--- src/rtl/riscv_pipe_pkg.sv ---
// rtl/riscv_pipe_pkg.sv - shared pipeline constants, instruction field positions and IF/ID entry type
package riscv_pipe_pkg;

    localparam int          PKG_XLEN = 32;
    localparam logic [31:0] RV_NOP   = 32'h0000_0013;

    localparam int RS1_LSB = 15;
    localparam int RS2_LSB = 20;
    localparam int RD_LSB  = 7;
    localparam int REG_W   = 5;
    localparam int OPC_W   = 7;

    typedef struct packed {
        logic [PKG_XLEN-1:0] pc;
        logic [31:0]         instr;
    } ifid_entry_t;

endpackage

--- src/rtl/ifid_fifo_mem.sv ---
// rtl/ifid_fifo_mem.sv - DEPTH x WIDTH register array, one write port, async read by address
module ifid_fifo_mem #(
    parameter int DEPTH = 2,
    parameter int WIDTH = 64,
    parameter int AW    = (DEPTH > 1) ? $clog2(DEPTH) : 1
) (
    input  logic             clk,
    input  logic             reset,
    input  logic             wr_en,
    input  logic [AW-1:0]    wr_addr,
    input  logic [WIDTH-1:0] wr_data,
    input  logic [AW-1:0]    rd_addr,
    output logic [WIDTH-1:0] rd_data
);

    logic [WIDTH-1:0] mem [DEPTH];

    // Cleared on reset so the read port never presents X, even before first write.
    always_ff @(posedge clk or negedge reset) begin
        if (!reset) begin
            for (int i = 0; i < DEPTH; i++) begin
                mem[i] <= '0;
            end
        end else if (wr_en) begin
            mem[wr_addr] <= wr_data;
        end
    end

    assign rd_data = mem[rd_addr];

endmodule

--- src/rtl/ifid_buffer.sv ---
// rtl/ifid_buffer.sv - elastic IF/ID buffer with flush and decoded register fields; IFID_PERF_CNT_EN adds stall/flush counters
module ifid_buffer
    import riscv_pipe_pkg::*;
#(
    parameter int DEPTH = 2,
    parameter int XLEN  = 32
) (
    input  logic            clk,
    input  logic            reset,
    input  logic            in_valid,
    input  logic [XLEN-1:0] in_pc,
    input  logic [31:0]     in_instr,
    output logic            in_ready,
    input  logic            flush,
    output logic            out_valid,
    input  logic            out_ready,
    output logic [XLEN-1:0] out_pc,
    output logic [XLEN-1:0] out_pc_plus4,
    output logic [31:0]     out_instr,
    output logic [4:0]      out_rs1,
    output logic [4:0]      out_rs2,
    output logic [4:0]      out_rd,
    output logic [6:0]      out_opcode
`ifdef IFID_PERF_CNT_EN
   ,output logic [31:0]     perf_stall_cnt
   ,output logic [31:0]     perf_flush_cnt
`endif
);

    localparam int PW = $clog2(DEPTH);
    localparam int CW = PW + 1;
    localparam int EW = XLEN + 32;
    localparam logic [CW-1:0] FULL_CNT = CW'(DEPTH);

    logic [CW-1:0] count;
    logic [PW-1:0] rd_ptr;
    logic [PW-1:0] wr_ptr;
    logic          push;
    logic          pop;
    logic [EW-1:0] head_raw;
    logic [XLEN-1:0] head_pc;
    logic [31:0]     head_instr;

    // Ready depends on registered count only, so a full buffer refuses a push even when ID pops.
    assign in_ready  = (count != FULL_CNT);
    assign out_valid = (count != '0);

    // The in-flight fetch during a flush is wrong-path and must be dropped with everything else.
    assign push = in_valid & in_ready & ~flush;
    assign pop  = out_valid & out_ready & ~flush;

    always_ff @(posedge clk or negedge reset) begin
        if (!reset) begin
            count  <= '0;
            rd_ptr <= '0;
            wr_ptr <= '0;
        end else if (flush) begin
            count  <= '0;
            rd_ptr <= '0;
            wr_ptr <= '0;
        end else begin
            if (push) begin
                wr_ptr <= wr_ptr + PW'(1);
            end
            if (pop) begin
                rd_ptr <= rd_ptr + PW'(1);
            end
            if (push && !pop) begin
                count <= count + CW'(1);
            end else if (pop && !push) begin
                count <= count - CW'(1);
            end
        end
    end

    ifid_fifo_mem #(
        .DEPTH (DEPTH),
        .WIDTH (EW),
        .AW    (PW)
    ) u_mem (
        .clk     (clk),
        .reset   (reset),
        .wr_en   (push),
        .wr_addr (wr_ptr),
        .wr_data ({in_pc, in_instr}),
        .rd_addr (rd_ptr),
        .rd_data (head_raw)
    );

    assign head_pc    = head_raw[EW-1:32];
    assign head_instr = head_raw[31:0];

    // An empty buffer presents a NOP at PC 0 so decode never sees stale or X payload.
    assign out_pc       = out_valid ? head_pc : '0;
    assign out_instr    = out_valid ? head_instr : RV_NOP;
    assign out_pc_plus4 = out_pc + XLEN'(4);
    assign out_rs1      = out_instr[RS1_LSB +: REG_W];
    assign out_rs2      = out_instr[RS2_LSB +: REG_W];
    assign out_rd       = out_instr[RD_LSB +: REG_W];
    assign out_opcode   = out_instr[OPC_W-1:0];

`ifdef IFID_PERF_CNT_EN
    always_ff @(posedge clk or negedge reset) begin
        if (!reset) begin
            perf_stall_cnt <= '0;
            perf_flush_cnt <= '0;
        end else begin
            if (in_valid && !in_ready && perf_stall_cnt != 32'hFFFF_FFFF) begin
                perf_stall_cnt <= perf_stall_cnt + 32'd1;
            end
            if (flush && out_valid && perf_flush_cnt != 32'hFFFF_FFFF) begin
                perf_flush_cnt <= perf_flush_cnt + 32'd1;
            end
        end
    end
`else
    // Counters are not built; the datapath above is unaffected.
`endif

endmodule
--- config.mk ---
export PLATFORM = sky130hd
export DESIGN_NAME = ifid_buffer
export DESIGN_NICKNAME = d
export VERILOG_FILES = /design/src/rtl/riscv_pipe_pkg.sv /design/src/rtl/ifid_fifo_mem.sv /design/src/rtl/ifid_buffer.sv
export SDC_FILE = /design/constraint.sdc
export NUM_CORES = 1
export LEC_CHECK = 0
export ABC_AREA = 0
export CORE_MARGIN = 4
export CORE_UTILIZATION = 49
export CTS_BUF_LIST = sky130_fd_sc_hd__clkbuf_4 sky130_fd_sc_hd__clkbuf_8 sky130_fd_sc_hd__clkbuf_16
export CTS_CLUSTER_SIZE = 30
export DETAILED_ROUTE_END_ITERATION = 16
export PLACE_DENSITY = 0.84
export SLEW_MARGIN = 20
export SYNTH_ARGS = -nofsm -noshare
export SYNTH_HDL_FRONTEND = slang
export SYNTH_SLANG_ARGS = --single-unit
--- constraint.sdc ---
create_clock -name clk -period 4.5 [get_ports clk]
set_clock_uncertainty 0.15 [all_clocks]
set_input_delay 0.9 -clock clk [delete_from_list [all_inputs] [get_ports clk]]
set_output_delay 0.9 -clock clk [all_outputs]
set_load 0.1 [all_outputs]
; ---- After elaboration in Yosys (flattened, before gate mapping)
; Cells that the tools add are included.
[word_totals]
ff_bits = 132
in_bits = 69
out_inout_bits = 120
word_cells = 45
[classes]
n_addsub = 5
magnitude_cmp = 3
n_eq_ne = 1
mux = 15
n_bitwise = 7
reduce_logical = 9
[ops]
columns = cell, count
row1 = $mux W64, 4
row2 = $bwmux W128, 1
row3 = $demux W64 S1, 1
row4 = $mux W32, 2
row5 = $add A32 B3 Y32 const B, 1
row6 = $mux W2, 3
row7 = $reduce_bool A2 Y1, 3
row8 = $and A1 B1 Y1, 4
row9 = $ge A2 B2 Y1 const B, 2
row10 = $mux W1, 4
row11 = $not A1 Y2, 2
row12 = $logic_and A1 B1 Y1, 3
row13 = $reduce_bool A3 Y1, 1
row14 = $add A1 B1 Y1 const B, 2
row15 = $add A2 B1 Y2 const B, 1
row16 = $logic_not A1 Y1, 2
row17 = $lt A2 B1 Y1 const B, 1
row18 = $ne A2 B2 Y1 const B, 1
row19 = $sub A2 B1 Y2 const B, 1
row20 = $not A1 Y1, 1

; ---- Depth between registers and ports, before layout
[logic_depth]
ltp_word = 8
mapped_depth = 12
mapped_depth_nobuf = 9

; ---- Hierarchy
; Synthesis repeated with hierarchy kept, for this count alone.
[unflattened]
hier_cells = 571
area_unflattened_um2 = 7459.7
[by_module_without_submodules]
columns = module, instances, cells_each, area_per_inst_um2
row1 = ifid_fifo_mem, 1, 342, 5895.7
row2 = ifid_buffer, 1, 229, 1564.0

; ---- Least setup slack after synthesis
; OpenSTA, ideal clock, no wires.
[synth_path]
path_kind = register to output
from = reg count[1]
to = out out_pc_plus4[22]
t_arrival_ns = 5.977
setup_slack_ns = -2.527
stages_incl_launch_ff = 11
path_cell_list = dfrtp_1 nor2_2 buf_2 clkinv_1 nand2_1 inv_1 ha_1 a21boi_1 nand4_4 nor3_1 xnor2_1
[synth_via]
elab_chain_cells = 3
[synth_lines]
columns = item, line
row1 = from (decl), ifid_buffer.sv:35  ; logic [CW-1:0] count;
row2 = from (signal assigned), ifid_buffer.sv:69  ; count <= count + CW'(1);
row3 = from (signal assigned), ifid_buffer.sv:71  ; count <= count - CW'(1);
row4 = $reduce_bool A2 Y1, ifid_buffer.sv:46  ; assign out_valid = (count != '0);
row5 = via out_valid, ifid_buffer.sv:15  ; output logic out_valid,
row6 = $mux W32, ifid_buffer.sv:94  ; assign out_pc = out_valid ? head_pc : '0;
row7 = via out_pc[2], ifid_buffer.sv:17  ; output logic [XLEN-1:0] out_pc,
row8 = $add A32 B3 Y32, ifid_buffer.sv:96  ; assign out_pc_plus4 = out_pc + XLEN'(4);
row9 = to (decl), ifid_buffer.sv:18  ; output logic [XLEN-1:0] out_pc_plus4,
; The timed path passes the listed nets, and every way through them passes these cells.

; ---- Worst setup path after layout
[layout_path]
from = reg count[0]
to = out out_pc_plus4[30]
[layout_via]
elab_chain_cells = 3
[layout_lines]
columns = item, line
row1 = $reduce_bool A2 Y1, ifid_buffer.sv:46
row2 = $mux W32, ifid_buffer.sv:94
row3 = $add A32 B3 Y32, ifid_buffer.sv:96
; No other way between the ends.

==> results_dict.tcl <==
set metrics [dict create \
    gp_congestion 0.841 \
    track_usage_pct 21.4 \
    vdd_drop_max_uv 375 \
    finalCritPeriodShare_pct 93.0 \
    final_cells 929 \
    rsz0062_at_grt "false" \
    setup_viol 0 \
    dp_hpwl_microns 12400 \
    dp_cells 895 \
    rows 43 \
    synth-edff-count 0 \
    die_h_microns 128 \
    cp_common_cell "nor2_4" \
    port_buffers 188 \
    route.met3.wl_microns 1250 \
    ys_ff_latch 132 \
    cp_top_family "simple AND/OR/NAND/NOR gates" \
    sequentialPowerShare_pct 31.8 \
    path_cells "nor2_4 -> buf_4 -> nor2_4 -> ha_4 -> a21boi_4 -> nand4_4 -> nor4_2 -> xor2_4 -> buf_12" \
    p_sw_share_pct 41.8 \
    crit_slowest_cell "dfrtp_1" \
    critical_path_class "reg -> out" \
    core-area_sq_um 13900 \
    numClockSinks 132 \
    ant_nets 0 \
    cts_resized 0 \
    maxSlewHeadroom_pct 35.0 \
    highest_layer "met4" \
    wl_met2_microns 8510 \
    diodes 0 \
    dr_total_vias 4980 \
    whs_ps 352 \
    power_density_nw_per_um2 569 \
    max_freq_ghz 0.239 \
    grt-ovfl-total 0 \
    crit_required_ps 3450 \
    cts_buffers 17 \
    die_area_sq_um 16300 \
    crit_fanout 28 \
    yosys.cell_count.top_type "dfrtp_1" \
    drt-initial-drc-count 236 \
    r2r_end "u_mem.mem[57]" \
    clock_path_buffers 2 \
    viasPerCell 5.36 \
    p_comb_share_pct 42.3 \
    pwr-share-clk_pct 26.0 \
    synth-main-ff-cell "dfrtp_1" \
    synth_common_cells "132 x dfrtp_1, 130 x mux2_2, 64 x nor2_1" \
    pre_cts_ws_ps 580 \
    cts_tree "yes" \
    ys_seq_area_share_pct 47.2 \
    post_cts_buffers 0 \
    wl_met1_microns 7110 \
    outcome "finished clean" \
    fin_ws_ps 315 \
    wl_per_cell_microns 18.5 \
    synth_fp_nets 641 \
    r2r_slack_ps 1900 \
    maxCapViolCount 0 \
    nets 806 \
    top_level_ports 189 \
    drt-pass1-iter-count 4 \
    grt_max_degree 49 \
    hold_buffers 0 \
    syn2layout_area_growth_pct 37.9 \
    grt_pass1_wl_microns 27300 \
    drc_errors 0 \
    fin_area_sq_um 9650 \
    hold_path.class "in -> async" \
    synth_area_sq_um 7000 \
    synth_top_area_share_pct 47.2 \
    postPlaceCellArea_sq_um 8990 \
    hold_viol_final 0 \
    tightest_slew_ps 972 \
    syn_avg_cell_area_sq_um 12.3 \
    p_leak_uw 0.00411 \
    path_clk_slew_ps 50 \
    first_global_vias 5395 \
    synthArstFlopShare_pct 100 \
    start_kind "flop" \
    syn_inst 571 \
    crit_path_max_incr_delay_ps 540 \
    p_sw_uw 2300 \
    root_buffer "clkbuf_16" \
    path_buf_inv 2 \
    worstPathArrival_ps 3130 \
    synth.area.top_cells "dfrtp_1 47%, mux2_2 21%, mux2i_1 9.0%" \
    fin_crit_ps 4180 \
    reg2reg_from "count[0]" \
    slew_violations 0 \
    yosys_warnings 0 \
    htree_levels 4 \
    clkLatencyLatePin_ps 410 \
    yosysUniqueCellTypes 40 \
    critPathCaptureType "primary output" \
    die_w_microns 128 \
    rr_worst_depth 6 \
    power.internal_uw 3200 \
    yosys.area.top_type "dfrtp_1" \
    wirelength_microns 17200 \
    layout-drive-gt1-share_pct 46.7 \
    start_util_pct 50.2 \
    antenna_found_initial 0 \
]
## power groups by stage
stage	clock network [uW]	logic, uW	registers, uW
final	1430	2320	1750
after global routing	1510	2430	1780
after CTS	1450	2330	1740
after detailed placement	0	2320	1760
after global placement	0	2280	1730
after floorplan	0	1880	1680
## worst reg2reg max path: stages, from the launching register on
cell	delay (ps)
dfrtp_1	490
nand2b_1	250
nand2_1	200
nor2_1	70
nand2_2	620
buf_12	320
mux2_2	370
## layout make-up
class / instances / area (sq um)
clock buffers: 24 / 503
clock inverters: 8 / 123
fillers: 948 / 4280
inverters: 7 / 42.5
multi-input cells: 380 / 3520
flip-flops and latches: 132 / 3310
well taps: 180 / 225
repair buffers: 198 / 1930
## worst max path at each step
stage / startpoint / end / cells after the start / slack [ps]
2_1_floorplan: rd_ptr / out_pc_plus4[16] / 12 / -630
3_3_place_gp: count[0] / out_pc_plus4[16] / 9 / 670
3_5_place_dp: count[0] / out_pc_plus4[22] / 9 / 580
4_1_cts: count[0] / out_pc_plus4[22] / 9 / 120
5_1_grt: rd_ptr / out_pc_plus4[30] / 7 / 130
6_report: count[0] / out_pc_plus4[30] / 9 / 320
## sequential cells by signal, indices dropped and copies added (netlist names)
signal	count
count	2
wr_ptr	1
u_mem.mem	128
rd_ptr	1
## cell usage in the layout, fill, tap and decap left out, types with 9 or more instances in the layout
master	count
dfrtp_1	131
mux2_2	129
buf_4	108
clkdlybuf4s50_1	69
mux2i_1	63
nor2_1	49
buf_12	20
clkbuf_16	17
nand2_1	16
nor2_2	14
nand3_1	13
xor2_1	13
xnor2_1	10
nor4_2	9
## metal layers
layer  global-route usage, %  vias to the layer above
met3                    6.61                       21
met5                       0                        -
met4                    8.01                        0
met2                    35.7                      180
met1                    26.0                     2463
li1                        -                     2316
## cells by family after synthesis
group | synth area share [%]
AO/OA/AOI/OAI | 1.93
XOR/XNOR | 3.75
adder cells (fa/ha/maj) | 0.179
buffers and inverters | 5.42
flip-flops | 47.2
multiplexers | 29.9
AND/OR/NAND/NOR | 11.6
## stage by stage
step / TNS, ps / utilization, % / power (uW)
after floorplan: -6620 / - / 3560
after global placement: 0 / 64.6 / 4010
after detailed placement: 0 / 64.6 / 4080
after CTS: 0 / 69.0 / 5530
after global routing: 0 / 69.3 / 5720
final: 0 / 69.3 / 5490
Power figures use the tool's default switching activity.
